File: src/rtl/sdr_init_seq_pkg.sv
// Shared encodings for the SDRAM power-up init sequencer (states, commands, helpers).
// The optional EMR states are only reachable when SDR_INIT_EMR_EN is defined.
package sdr_init_pkg;

  // Legacy state encodings; the enum below reuses them so existing decoders keep working.
  localparam logic [3:0] ST_RST      = 4'd0;
  localparam logic [3:0] ST_WAIT_PWR = 4'd1;
  localparam logic [3:0] ST_PRE      = 4'd2;
  localparam logic [3:0] ST_WAIT_RP  = 4'd3;
  localparam logic [3:0] ST_AREF     = 4'd4;
  localparam logic [3:0] ST_WAIT_RFC = 4'd5;
  localparam logic [3:0] ST_LMR      = 4'd6;
  localparam logic [3:0] ST_WAIT_MRD = 4'd7;
  localparam logic [3:0] ST_DONE     = 4'd8;
  localparam logic [3:0] ST_EMR      = 4'd9;
  localparam logic [3:0] ST_WAIT_EMR = 4'd10;

  typedef enum logic [3:0] {
    S_RST      = ST_RST,
    S_WAIT_PWR = ST_WAIT_PWR,
    S_PRE      = ST_PRE,
    S_WAIT_RP  = ST_WAIT_RP,
    S_AREF     = ST_AREF,
    S_WAIT_RFC = ST_WAIT_RFC,
    S_LMR      = ST_LMR,
    S_WAIT_MRD = ST_WAIT_MRD,
    S_DONE     = ST_DONE,
    S_EMR      = ST_EMR,
    S_WAIT_EMR = ST_WAIT_EMR
  } state_t;

  // {ras_n, cas_n, we_n}
  localparam logic [2:0] CMD_NOP  = 3'b111;
  localparam logic [2:0] CMD_PRE  = 3'b010;
  localparam logic [2:0] CMD_AREF = 3'b001;
  localparam logic [2:0] CMD_LMR  = 3'b000;

  typedef enum logic [2:0] {
    C_NOP  = CMD_NOP,
    C_PRE  = CMD_PRE,
    C_AREF = CMD_AREF,
    C_LMR  = CMD_LMR
  } cmd_t;

  localparam int unsigned A10_BIT = 10;

  function automatic int unsigned max_u(input int unsigned a, input int unsigned b);
    return (a > b) ? a : b;
  endfunction

  function automatic cmd_t state_cmd(input state_t s);
    case (s)
      S_PRE:        return C_PRE;
      S_AREF:       return C_AREF;
      S_LMR, S_EMR: return C_LMR;
      default:      return C_NOP;
    endcase
  endfunction

endpackage

File: src/rtl/sdr_init_seq_if.sv
// SDRAM command/address pin bundle; master drives the pins, slave observes them.
interface sdr_init_seq_if #(
  parameter int unsigned ADDR_W = 13,
  parameter int unsigned BA_W   = 2
);
  logic              sdr_cke;
  logic              sdr_cs_n;
  logic              sdr_ras_n;
  logic              sdr_cas_n;
  logic              sdr_we_n;
  logic [ADDR_W-1:0] sdr_addr;
  logic [BA_W-1:0]   sdr_ba;

  modport master (
    output sdr_cke, sdr_cs_n, sdr_ras_n, sdr_cas_n, sdr_we_n, sdr_addr, sdr_ba
  );

  modport slave (
    input sdr_cke, sdr_cs_n, sdr_ras_n, sdr_cas_n, sdr_we_n, sdr_addr, sdr_ba
  );
endinterface

File: src/rtl/sdr_init_seq_cmd_drv.sv
// Registered output stage: maps the upcoming state and command onto the SDRAM pins
// and the done/busy flags, so every pin changes on the same edge as the FSM state.
module sdr_cmd_drv
  import sdr_init_pkg::*;
#(
  parameter int unsigned ADDR_W = 13,
  parameter int unsigned BA_W   = 2
) (
  input  logic              i_clk,
  input  logic              i_rst,
  input  state_t            i_state,
  input  cmd_t              i_cmd,
  input  logic [ADDR_W-1:0] i_lmr_addr,
  input  logic [BA_W-1:0]   i_lmr_ba,
  output logic              o_init_done,
  output logic              o_init_busy,
  sdr_init_seq_if.master    o_bus
);

  logic [ADDR_W-1:0] w_addr;
  logic [BA_W-1:0]   w_ba;

  always_comb begin
    w_addr = '0;
    w_ba   = '0;
    if (i_cmd == C_LMR) begin
      w_addr = i_lmr_addr;
      w_ba   = i_lmr_ba;
    end else if (i_cmd == C_PRE) begin
      w_addr[A10_BIT] = 1'b1;
    end
  end

  // Reset leaves the pins deselected with ras/cas/we low, so the first NOP is a visible edge.
  always_ff @(posedge i_clk) begin
    if (i_rst) begin
      o_bus.sdr_cke   <= 1'b0;
      o_bus.sdr_cs_n  <= 1'b1;
      o_bus.sdr_ras_n <= 1'b0;
      o_bus.sdr_cas_n <= 1'b0;
      o_bus.sdr_we_n  <= 1'b0;
      o_bus.sdr_addr  <= '0;
      o_bus.sdr_ba    <= '0;
      o_init_done     <= 1'b0;
      o_init_busy     <= 1'b1;
    end else begin
      o_bus.sdr_cke   <= 1'b1;
      o_bus.sdr_cs_n  <= 1'b0;
      {o_bus.sdr_ras_n, o_bus.sdr_cas_n, o_bus.sdr_we_n} <= i_cmd;
      o_bus.sdr_addr  <= w_addr;
      o_bus.sdr_ba    <= w_ba;
      o_init_done     <= (i_state == S_DONE);
      o_init_busy     <= (i_state != S_DONE);
    end
  end

endmodule

File: src/rtl/sdr_init_seq.sv
// SDRAM power-up init sequencer: NOP hold, PRECHARGE-ALL, NUM_AREF refreshes, LMR.
// Define SDR_INIT_EMR_EN to append an extended-mode-register load (ba=1) after the LMR.
module sdr_init_seq
  import sdr_init_pkg::*;
#(
  parameter int unsigned WAIT_CYCLES = 600,
  parameter int unsigned T_RP        = 3,
  parameter int unsigned T_RFC       = 7,
  parameter int unsigned T_MRD       = 2,
  parameter int unsigned NUM_AREF    = 2,
  parameter int unsigned SDR_ADDR_W  = 13,
  parameter int unsigned SDR_BA_W    = 2
) (
  input  logic                  sdram_clk,
  input  logic                  sdram_reset,
  input  logic                  init_req,
  input  logic [SDR_ADDR_W-1:0] cfg_mode_reg,
  input  logic [SDR_ADDR_W-1:0] cfg_ext_mode_reg,
  output logic                  init_done,
  output logic                  init_busy,
  sdr_init_seq_if.master        sdr
);

  localparam int unsigned CNT_MAX = max_u(max_u(WAIT_CYCLES, T_RFC), max_u(T_RP, T_MRD));
  localparam int unsigned CNT_W   = $clog2(CNT_MAX + 1);

  // Wait-state lengths: a command occupies one cycle, so T_x leaves T_x-1 NOPs.
  localparam logic [CNT_W-1:0] L_PWR   = CNT_W'(WAIT_CYCLES);
  localparam logic [CNT_W-1:0] L_RP    = CNT_W'(T_RP - 1);
  localparam logic [CNT_W-1:0] L_RFC   = CNT_W'(T_RFC - 1);
  localparam logic [CNT_W-1:0] L_MRD   = CNT_W'(T_MRD - 1);
  localparam logic [CNT_W-1:0] CNT_ONE = CNT_W'(1);
  localparam logic [3:0]       AREF_N  = 4'(NUM_AREF);

`ifdef SDR_INIT_EMR_EN
  localparam state_t MRD_EXIT = S_EMR;
`else
  localparam state_t MRD_EXIT = S_DONE;
`endif

  state_t                r_state, w_state_nxt;
  logic [CNT_W-1:0]      r_cnt, w_cnt_nxt;
  logic [3:0]            r_aref, w_aref_nxt;
  cmd_t                  w_cmd;
  logic [SDR_ADDR_W-1:0] w_lmr_addr;
  logic [SDR_BA_W-1:0]   w_lmr_ba;

  always_comb begin
    w_state_nxt = r_state;
    w_cnt_nxt   = (r_cnt != '0) ? r_cnt - CNT_ONE : '0;
    w_aref_nxt  = r_aref;
    case (r_state)
      S_RST: begin
        w_state_nxt = S_WAIT_PWR;
        w_cnt_nxt   = L_PWR;
      end
      S_WAIT_PWR: if (r_cnt <= CNT_ONE) w_state_nxt = S_PRE;
      S_PRE: begin
        if (L_RP == '0) w_state_nxt = S_AREF;
        else begin
          w_state_nxt = S_WAIT_RP;
          w_cnt_nxt   = L_RP;
        end
      end
      S_WAIT_RP: if (r_cnt <= CNT_ONE) w_state_nxt = S_AREF;
      S_AREF: begin
        w_aref_nxt = r_aref + 4'd1;
        if (L_RFC == '0) w_state_nxt = (w_aref_nxt < AREF_N) ? S_AREF : S_LMR;
        else begin
          w_state_nxt = S_WAIT_RFC;
          w_cnt_nxt   = L_RFC;
        end
      end
      S_WAIT_RFC: if (r_cnt <= CNT_ONE) w_state_nxt = (r_aref < AREF_N) ? S_AREF : S_LMR;
      S_LMR: begin
        if (L_MRD == '0) w_state_nxt = MRD_EXIT;
        else begin
          w_state_nxt = S_WAIT_MRD;
          w_cnt_nxt   = L_MRD;
        end
      end
      S_WAIT_MRD: if (r_cnt <= CNT_ONE) w_state_nxt = MRD_EXIT;
`ifdef SDR_INIT_EMR_EN
      S_EMR: begin
        if (L_MRD == '0) w_state_nxt = S_DONE;
        else begin
          w_state_nxt = S_WAIT_EMR;
          w_cnt_nxt   = L_MRD;
        end
      end
      S_WAIT_EMR: if (r_cnt <= CNT_ONE) w_state_nxt = S_DONE;
`endif
      S_DONE: begin
        if (init_req) begin
          w_state_nxt = S_PRE;
          w_aref_nxt  = '0;
        end
      end
      default: w_state_nxt = S_RST;
    endcase
  end

  always_ff @(posedge sdram_clk) begin
    if (sdram_reset) begin
      r_state <= S_RST;
      r_cnt   <= '0;
      r_aref  <= '0;
    end else begin
      r_state <= w_state_nxt;
      r_cnt   <= w_cnt_nxt;
      r_aref  <= w_aref_nxt;
    end
  end

  // The driver registers the next-state decode so pins line up with r_state.
  assign w_cmd = state_cmd(w_state_nxt);

`ifdef SDR_INIT_EMR_EN
  assign w_lmr_addr = (w_state_nxt == S_EMR) ? cfg_ext_mode_reg : cfg_mode_reg;
  assign w_lmr_ba   = (w_state_nxt == S_EMR) ? SDR_BA_W'(1) : '0;
`else
  logic w_unused_ext;
  assign w_unused_ext = ^cfg_ext_mode_reg;
  assign w_lmr_addr   = cfg_mode_reg;
  assign w_lmr_ba     = '0;
`endif

  sdr_cmd_drv #(
    .ADDR_W (SDR_ADDR_W),
    .BA_W   (SDR_BA_W)
  ) u_cmd_drv (
    .i_clk       (sdram_clk),
    .i_rst       (sdram_reset),
    .i_state     (w_state_nxt),
    .i_cmd       (w_cmd),
    .i_lmr_addr  (w_lmr_addr),
    .i_lmr_ba    (w_lmr_ba),
    .o_init_done (init_done),
    .o_init_busy (init_busy),
    .o_bus       (sdr)
  );

endmodule

File: src/flat_wrapper.sv
// flat-port wrapper written by rule: the top's interface ports become plain ports
module sdr_init_seq_flat import sdr_init_pkg::*;
#(
  parameter int unsigned WAIT_CYCLES = 600,
  parameter int unsigned T_RP        = 3,
  parameter int unsigned T_RFC       = 7,
  parameter int unsigned T_MRD       = 2,
  parameter int unsigned NUM_AREF    = 2,
  parameter int unsigned SDR_ADDR_W  = 13,
  parameter int unsigned SDR_BA_W    = 2
)
  (sdram_clk, sdram_reset, init_req, cfg_mode_reg, cfg_ext_mode_reg, init_done, init_busy, sdr_sdr_cke, sdr_sdr_cs_n, sdr_sdr_ras_n, sdr_sdr_cas_n, sdr_sdr_we_n, sdr_sdr_addr, sdr_sdr_ba);
  sdr_init_seq_if #(.ADDR_W(13), .BA_W(2)) sdr_i ();
  input  logic sdram_clk;
  input  logic sdram_reset;
  input  logic init_req;
  input  logic [SDR_ADDR_W-1:0] cfg_mode_reg;
  input  logic [SDR_ADDR_W-1:0] cfg_ext_mode_reg;
  output logic init_done;
  output logic init_busy;
  output wire logic [$bits(sdr_i.sdr_cke)-1:0] sdr_sdr_cke;
  output wire logic [$bits(sdr_i.sdr_cs_n)-1:0] sdr_sdr_cs_n;
  output wire logic [$bits(sdr_i.sdr_ras_n)-1:0] sdr_sdr_ras_n;
  output wire logic [$bits(sdr_i.sdr_cas_n)-1:0] sdr_sdr_cas_n;
  output wire logic [$bits(sdr_i.sdr_we_n)-1:0] sdr_sdr_we_n;
  output wire logic [$bits(sdr_i.sdr_addr)-1:0] sdr_sdr_addr;
  output wire logic [$bits(sdr_i.sdr_ba)-1:0] sdr_sdr_ba;
  assign sdr_sdr_cke = sdr_i.sdr_cke;
  assign sdr_sdr_cs_n = sdr_i.sdr_cs_n;
  assign sdr_sdr_ras_n = sdr_i.sdr_ras_n;
  assign sdr_sdr_cas_n = sdr_i.sdr_cas_n;
  assign sdr_sdr_we_n = sdr_i.sdr_we_n;
  assign sdr_sdr_addr = sdr_i.sdr_addr;
  assign sdr_sdr_ba = sdr_i.sdr_ba;
  sdr_init_seq #(.WAIT_CYCLES(WAIT_CYCLES), .T_RP(T_RP), .T_RFC(T_RFC), .T_MRD(T_MRD), .NUM_AREF(NUM_AREF), .SDR_ADDR_W(SDR_ADDR_W), .SDR_BA_W(SDR_BA_W)) u_core (.sdram_clk(sdram_clk), .sdram_reset(sdram_reset), .init_req(init_req), .cfg_mode_reg(cfg_mode_reg), .cfg_ext_mode_reg(cfg_ext_mode_reg), .init_done(init_done), .init_busy(init_busy), .sdr(sdr_i));
endmodule
File: config.mk
export PLATFORM = sky130hd
export DESIGN_NAME = sdr_init_seq_flat
export DESIGN_NICKNAME = d
export VERILOG_FILES = /design/src/rtl/sdr_init_seq_pkg.sv /design/src/rtl/sdr_init_seq_if.sv /design/src/rtl/sdr_init_seq_cmd_drv.sv /design/src/rtl/sdr_init_seq.sv /design/src/flat_wrapper.sv
export SDC_FILE = /design/constraint.sdc
export NUM_CORES = 1
export LEC_CHECK = 0
export BUFFER_PORTS_ARGS = -buffer_cell sky130_fd_sc_hd__buf_2
export CAP_MARGIN = 10
export CORE_UTILIZATION = 30
export DETAILED_ROUTE_END_ITERATION = 16
export SLEW_MARGIN = 20
export SYNTH_ARGS = -nofsm -noshare
export SYNTH_HDL_FRONTEND = slang
export SYNTH_SLANG_ARGS = --single-unit
File: constraint.sdc
create_clock -name sdram_clk -period 2.1 [get_ports sdram_clk]
set_input_delay 0.105 -clock sdram_clk [delete_from_list [all_inputs] [get_ports sdram_clk]]
set_output_delay 0.105 -clock sdram_clk [all_outputs]
set_load 0.02 [all_outputs]
==> Yosys cells after proc, flatten, opt, wreduce, memory -nomap -nowiden <==
Index checks and enable logic that the tools add are counted.
{ "totals": {"ff_bits": 38, "elab_cells": 56} }
{ "classes": {"add_sub_neg": 2, "order_cmp": 2, "n_eq_ne": 16, "n_mux": 16, "bitwise": 1, "reduce_logical": 7} }
{ "ops": {"columns": ["operator", "n"], "rows": [
  ["10-bit case mux with 4 select lines", 1],
  ["4-bit case mux with 9 select lines", 1],
  ["4-bit by 3-bit == test with 1-bit output, second input constant", 6],
  ["4-bit 2-to-1 mux", 6],
  ["4-bit by 2-bit == test with 1-bit output, second input constant", 3],
  ["4-bit == test, second input constant", 3],
  ["10-bit by 1-bit less-or-equal comparator with 1-bit output, second input constant", 1],
  ["10-bit 2-to-1 mux", 1],
  ["10-bit nonzero test", 1],
  ["10-bit by 1-bit subtractor with 10-bit output, second input constant", 1],
  ["3-bit case mux with 3 select lines", 1],
  ["4-bit case mux with 2 select lines", 1],
  ["4-bit by 1-bit adder with 4-bit output, second input constant", 1],
  ["4-bit by 1-bit == test with 1-bit output, second input constant", 1],
  ["4-bit zero test", 1],
  ["4-bit by 2-bit less-than comparator with 1-bit output, second input constant", 1],
  ["1-bit 2-to-1 mux", 4],
  ["4-bit != test, second input constant", 1],
  ["2-bit OR reduction", 2],
  ["3-bit by 2-bit == test with 1-bit output, second input constant", 1],
  ["3-bit zero test", 1],
  ["2-bit 2-to-1 mux", 1],
  ["2-bit != test, second input constant", 1],
  ["2-bit AND reduction", 1],
  ["2 further kinds", 2]
]} }

==> Depth between registers and ports, before layout <==
{ "logic_depth": {"word_depth": 10, "ltp_mapped": 8, "depth_no_buf": 6} }

==> By module <==
From an unflattened synthesis, not the netlist that was laid out.
{ "hier_totals": {"cells_unflattened": 155, "area_unflattened_um2": 1594.0} }
{ "modules_own_cells": {"columns": ["module", "n_inst", "cells_per_inst", "area_per_inst_um2"], "rows": [
  ["sdr_init_seq", 1, 108, 964.7],
  ["sdr_cmd_drv", 1, 47, 629.4]
]} }

==> Least setup slack after synthesis <==
OpenSTA, ideal clock, no wires.
{ "synth_timing": {"kind": "reg2reg", "start": "register u_core.r_cnt[0]", "end": "register u_core.u_cmd_drv.o_bus.sdr_addr[0]", "arrival_ps": 1709, "required_ps": 1959, "path_slack_ps": 249, "path_stages_with_launch": 9, "path_buffers": 2, "period_less_slack_ps": 1851, "path_cell_list": "dfxtp_1 inv_1 ha_1 o21a_1 and3_1 buf_6 a211oi_4 buf_6 nor4b_2"} }
{ "synth_between": {"elab_chain_len": 9, "elab_cells_between_ends": 15} }
{ "synth_rtl": {"columns": ["element", "line_no", "text"], "rows": [
  ["from (decl)", "sdr_init_seq.sv:42", "logic [CNT_W-1:0] r_cnt, w_cnt_nxt;"],
  ["from (signal assigned)", "sdr_init_seq.sv:110", "r_cnt <= w_cnt_nxt;"],
  ["10-bit by 1-bit less-or-equal comparator with 1-bit output (*)", null, null],
  ["4-bit 2-to-1 mux, on equally long branches", null, null],
  ["4-bit case mux with 9 select lines (*)", "sdr_init_seq.sv:52", "case (r_state)"],
  ["4-bit by 3-bit == test with 1-bit output or 4-bit == test (tied branches)", "sdr_init_seq_pkg.sv:52", "case (s)"],
  ["2-bit OR reduction", "sdr_init_seq_pkg.sv:52", null],
  ["3-bit case mux with 3 select lines (*)", "sdr_init_seq_pkg.sv:52", null],
  ["3-bit zero test (*)", "sdr_init_seq_cmd_drv.sv:26", "if (i_cmd == C_LMR) begin"],
  ["1-bit NOT (no source line) (*)", null, null],
  ["2-bit OR reduction (no source line) (*)", null, null],
  ["to (signal assigned)", "sdr_init_seq_cmd_drv.sv:50", "o_bus.sdr_addr <= w_addr;"],
  ["to (decl)", "sdr_init_seq_if.sv:15", "output sdr_cke, sdr_cs_n, sdr_ras_n, sdr_cas_n, sdr_we_n, sdr_addr, sdr_ba"]
]} }
Mark *: on every way between the ends. The rest lies on a longest branch, timed or not.
A chain may end at the register's enable or synchronous reset.

==> Worst setup path in the final report <==
{ "layout_timing": {"start": "register u_core.r_cnt[0]", "end": "register u_core.u_cmd_drv.o_bus.sdr_addr[3]"} }
Same word-level chain as after synthesis.

==> results.ini <==
[logic_synthesis]
syn_inst = 155
synthDistinctLibCells = 38
synth_xor_area_share_pct = 6.46
synth_top_family_by_area = simple AND/OR/NAND/NOR gates
synth-adder-area-share_pct = 3.07
synth-compound-area-share_pct = 9.68
ys.warnings.count = 0
yosys_register_bits = 38
yosys.area_share.simple_pct = 27.7
avgSynthCellArea_um2 = 10.5
yosysSeqAreaShare_pct = 46.7
synth_area_mm2 = 0.00163
synth.mux.area_fraction_pct = 0

[timing]
clock_skew_ns = 0.00479
setup-violations-final = 0
maxClockFrequency_mhz = 515
finalCritPeriodShare_pct = 92.4
worst_pin_slew_ns = 0.584
hold_viol = 0
slew_viol_final = 0
rsz0062_at_grt = false
period_minus_slack_ns = 1.94
fin_ws_ns = 0.160
slew_headroom_pct = 61.0

[routing]
highest_layer = met4
wl_met2_um = 1300
m1WireLength_um = 1370
final_antenna_net_count = 0
finalWirelength_um = 2960
viasPerCell = 4.46
num_vias = 1186
post_drt_wl_per_cell_um = 11.1
post-route-drc-count = 0
first_pass_iters = 4
drt_first_iter_violations = 43
wl_met3_um = 202

[place]
gp_congestion = 0.723
placed_area_mm2 = 0.00188
place_inst = 257
hpwl_um = 2090
portBuffers = 35
dp_slack_ns = -0.0279

[cts]
cts_hold_buf = 0
insertion_delay_ns = 0.29
cts.sinks = 38
cts_tree = built
root_buffer = clkbuf_8
htree_levels = 2
cts_buffer_depth = 2
cts_buffers = 5
clk_pin_slew_ns = 0.07

[floorplan]
start_util_pct = 31.5
fp.dieW_um = 75.7
coreArea_mm2 = 0.00517
die_area_mm2 = 0.00572
io_pins = 51
num_rows = 26
die_h_um = 75.7

[power_and_ir_drop]
peakVddDrop_mv = 0.405
power.density_mw_per_mm2 = 1040
finalPower_w = 0.00212
p_leak_nw = 0.848

[worst_setup_path]
crit_path_max_fanout = 15
reg2reg_slack_ns = 0.16
worstPathRequired_ns = 2.28
start_kind = flop
critical_path_class = reg -> reg
crit_path_end_kind = flop
arrival_ns = 2.12

[finish]
diodes = 0
fillers = 521
fin_util_pct = 39.6
fin_cells = 266
nets = 228
drive_gt1_share_pct = 33.7
area_growth_pct = 25.7
final_area_mm2 = 0.00205

[global_route]
gr-total-overflow = 0
antenna_found_initial = 0
grt_pass1_wl_um = 4860
grt_pass1_vias = 1060
grt_max_degree = 20
grtUsageTotal_pct = 11.7

[status]
status = finished clean

[flow_run]
drv_cap = 0

[hold_path]
hp-class = in -> reg

[synthesized netlist by cell type, drive strengths merged]
master | instances | area (um^2)
a311oi | 1 | 8.76
dfxtp | 38 | 761
a2bb2oi | 1 | 8.76
a21oi | 6 | 30.0
nand3b | 1 | 7.51
nor2 | 14 | 52.6
and4b | 1 | 10.0
o21ai | 4 | 20.0
nor4 | 3 | 48.8
a211oi | 3 | 35.0
xor2 | 10 | 87.6
a311o | 1 | 10.0
o21a | 3 | 22.5
conb | 1 | 3.75
nand4b | 1 | 8.76
nor4b | 14 | 181
a21o | 1 | 7.51
nand2b | 2 | 12.5
nor3 | 9 | 45.0
and3 | 1 | 6.26
clkbuf | 5 | 18.8
ha | 4 | 50.1
inv | 6 | 22.5
or3b | 1 | 8.76
xnor2 | 2 | 17.5
buf | 7 | 58.8
nand4 | 3 | 18.8
a31oi | 1 | 6.26
nand2 | 6 | 30.0
nand3 | 4 | 20.0
a32oi | 1 | 8.76
[logic make-up (layout without fill, tap and decap cells)]
family,after synthesis,after routing
simple gates,60,60
flops,38,38
compound gates,22,22
buf+inv,18,58
xor+xnor,12,12
fa+ha+maj,4,4
other cells,1,2
[state kept, by name, indices dropped and copies added (netlist names)]
| signal | cells |
|---|---|
| u_core.u_cmd_drv.o_bus.sdr_cas_n | 1 |
| u_core.r_state | 4 |
| u_core.u_cmd_drv.o_bus.sdr_addr | 13 |
| u_core.u_cmd_drv.o_bus.sdr_ras_n | 1 |
| u_core.r_aref | 4 |
| u_core.u_cmd_drv.o_init_busy | 1 |
| u_core.u_cmd_drv.o_bus.sdr_cke | 1 |
| u_core.u_cmd_drv.o_init_done | 1 |
| u_core.u_cmd_drv.o_bus.sdr_we_n | 1 |
| u_core.r_cnt | 10 |
| u_core.u_cmd_drv.o_bus.sdr_cs_n | 1 |
[area by class of cell]
cell class              instances  area (um^2)  share of cell area, %
clock buffers                   6         82.6                   4.04
flip-flops and latches         38          761                   37.2
inverters                       6         22.5                   1.10
multi-input cells             100          777                   38.0
clock inverters                 2         60.1                   2.94
well taps                      70         87.6                   4.28
repair buffers                 44          255                   12.5
[worst max-delay path, cell delays in order (launching register included)]
cell	delay, ns
dfxtp_1	0.38
inv_1	0.09
ha_1	0.22
o21a_1	0.21
a311oi_2	0.37
a211oi_4	0.08
buf_12	0.18
nor4b_1	0.31
[per-stage QoR]
step                 TNS, ns  hold WS (ns)
detailed placement   -0.0348         0.377
floorplan                  0         0.133
global placement    -0.00951         0.377
CTS                        0        0.0621
global route               0        0.0618
finish                     0        0.0707
[routing by layer]
metal	track usage, %	vias to the layer above
met2	18.4	41
met5	0	-
met4	6.79	0
met3	4.37	8
met1	13.7	517
li1	-	620
[cells in the final DEF (no fill, tap or decap), drive strengths merged, types with 2 or more instances in the layout]
| master | synthesis | final |
|---|---|---|
| buf | 7 | 44 |
| dfxtp | 38 | 38 |
| nor2 | 14 | 14 |
| nor4b | 14 | 14 |
| xor2 | 10 | 10 |
| nor3 | 9 | 9 |
| inv | 6 | 6 |
| a21oi | 6 | 6 |
| clkbuf | 5 | 6 |
| nand2 | 6 | 6 |
| nand3 | 4 | 4 |
| o21ai | 4 | 4 |
| ha | 4 | 4 |
| o21a | 3 | 3 |
| nand4 | 3 | 3 |
| nor4 | 3 | 3 |
| a211oi | 3 | 3 |
| xnor2 | 2 | 2 |
| nand2b | 2 | 2 |
| conb | 1 | 2 |
| bufinv | 0 | 2 |
[power by group]
part	leakage (nW)	internal (W)	switching [W]
Combinational	0.466	0.000238	0.000269
Sequential	0.310	0.000779	0.0000674
Clock	0.0714	0.000507	0.000258
Total	0.848	0.00152	0.000595
[timing repair]
item | CTS | global route
gates resized for setup | 0 | 1
pin swaps | 1 | 0
buffers inserted | 1 | 0
setup endpoints to repair | 13 | 2
endpoints found under the hold margin | 0 | 0
[worst paths after layout]
kind,from,endpoint,cells after the start
worst min register to register,u_core.r_aref[3]$_SDFFE_PP0P_,u_core.r_aref[3]$_SDFFE_PP0P_,2
worst max-delay path,u_core.r_cnt[0]$_SDFF_PP0_,u_core.u_cmd_drv.o_bus.sdr_addr[3]$_SDFF_PP0_,7
worst min-delay path,cfg_mode_reg[9],u_core.u_cmd_drv.o_bus.sdr_addr[9]$_SDFF_PP0_,2
worst max register to register,u_core.r_cnt[0]$_SDFF_PP0_,u_core.u_cmd_drv.o_bus.sdr_addr[3]$_SDFF_PP0_,7
Power figures use the tool's default switching activity.
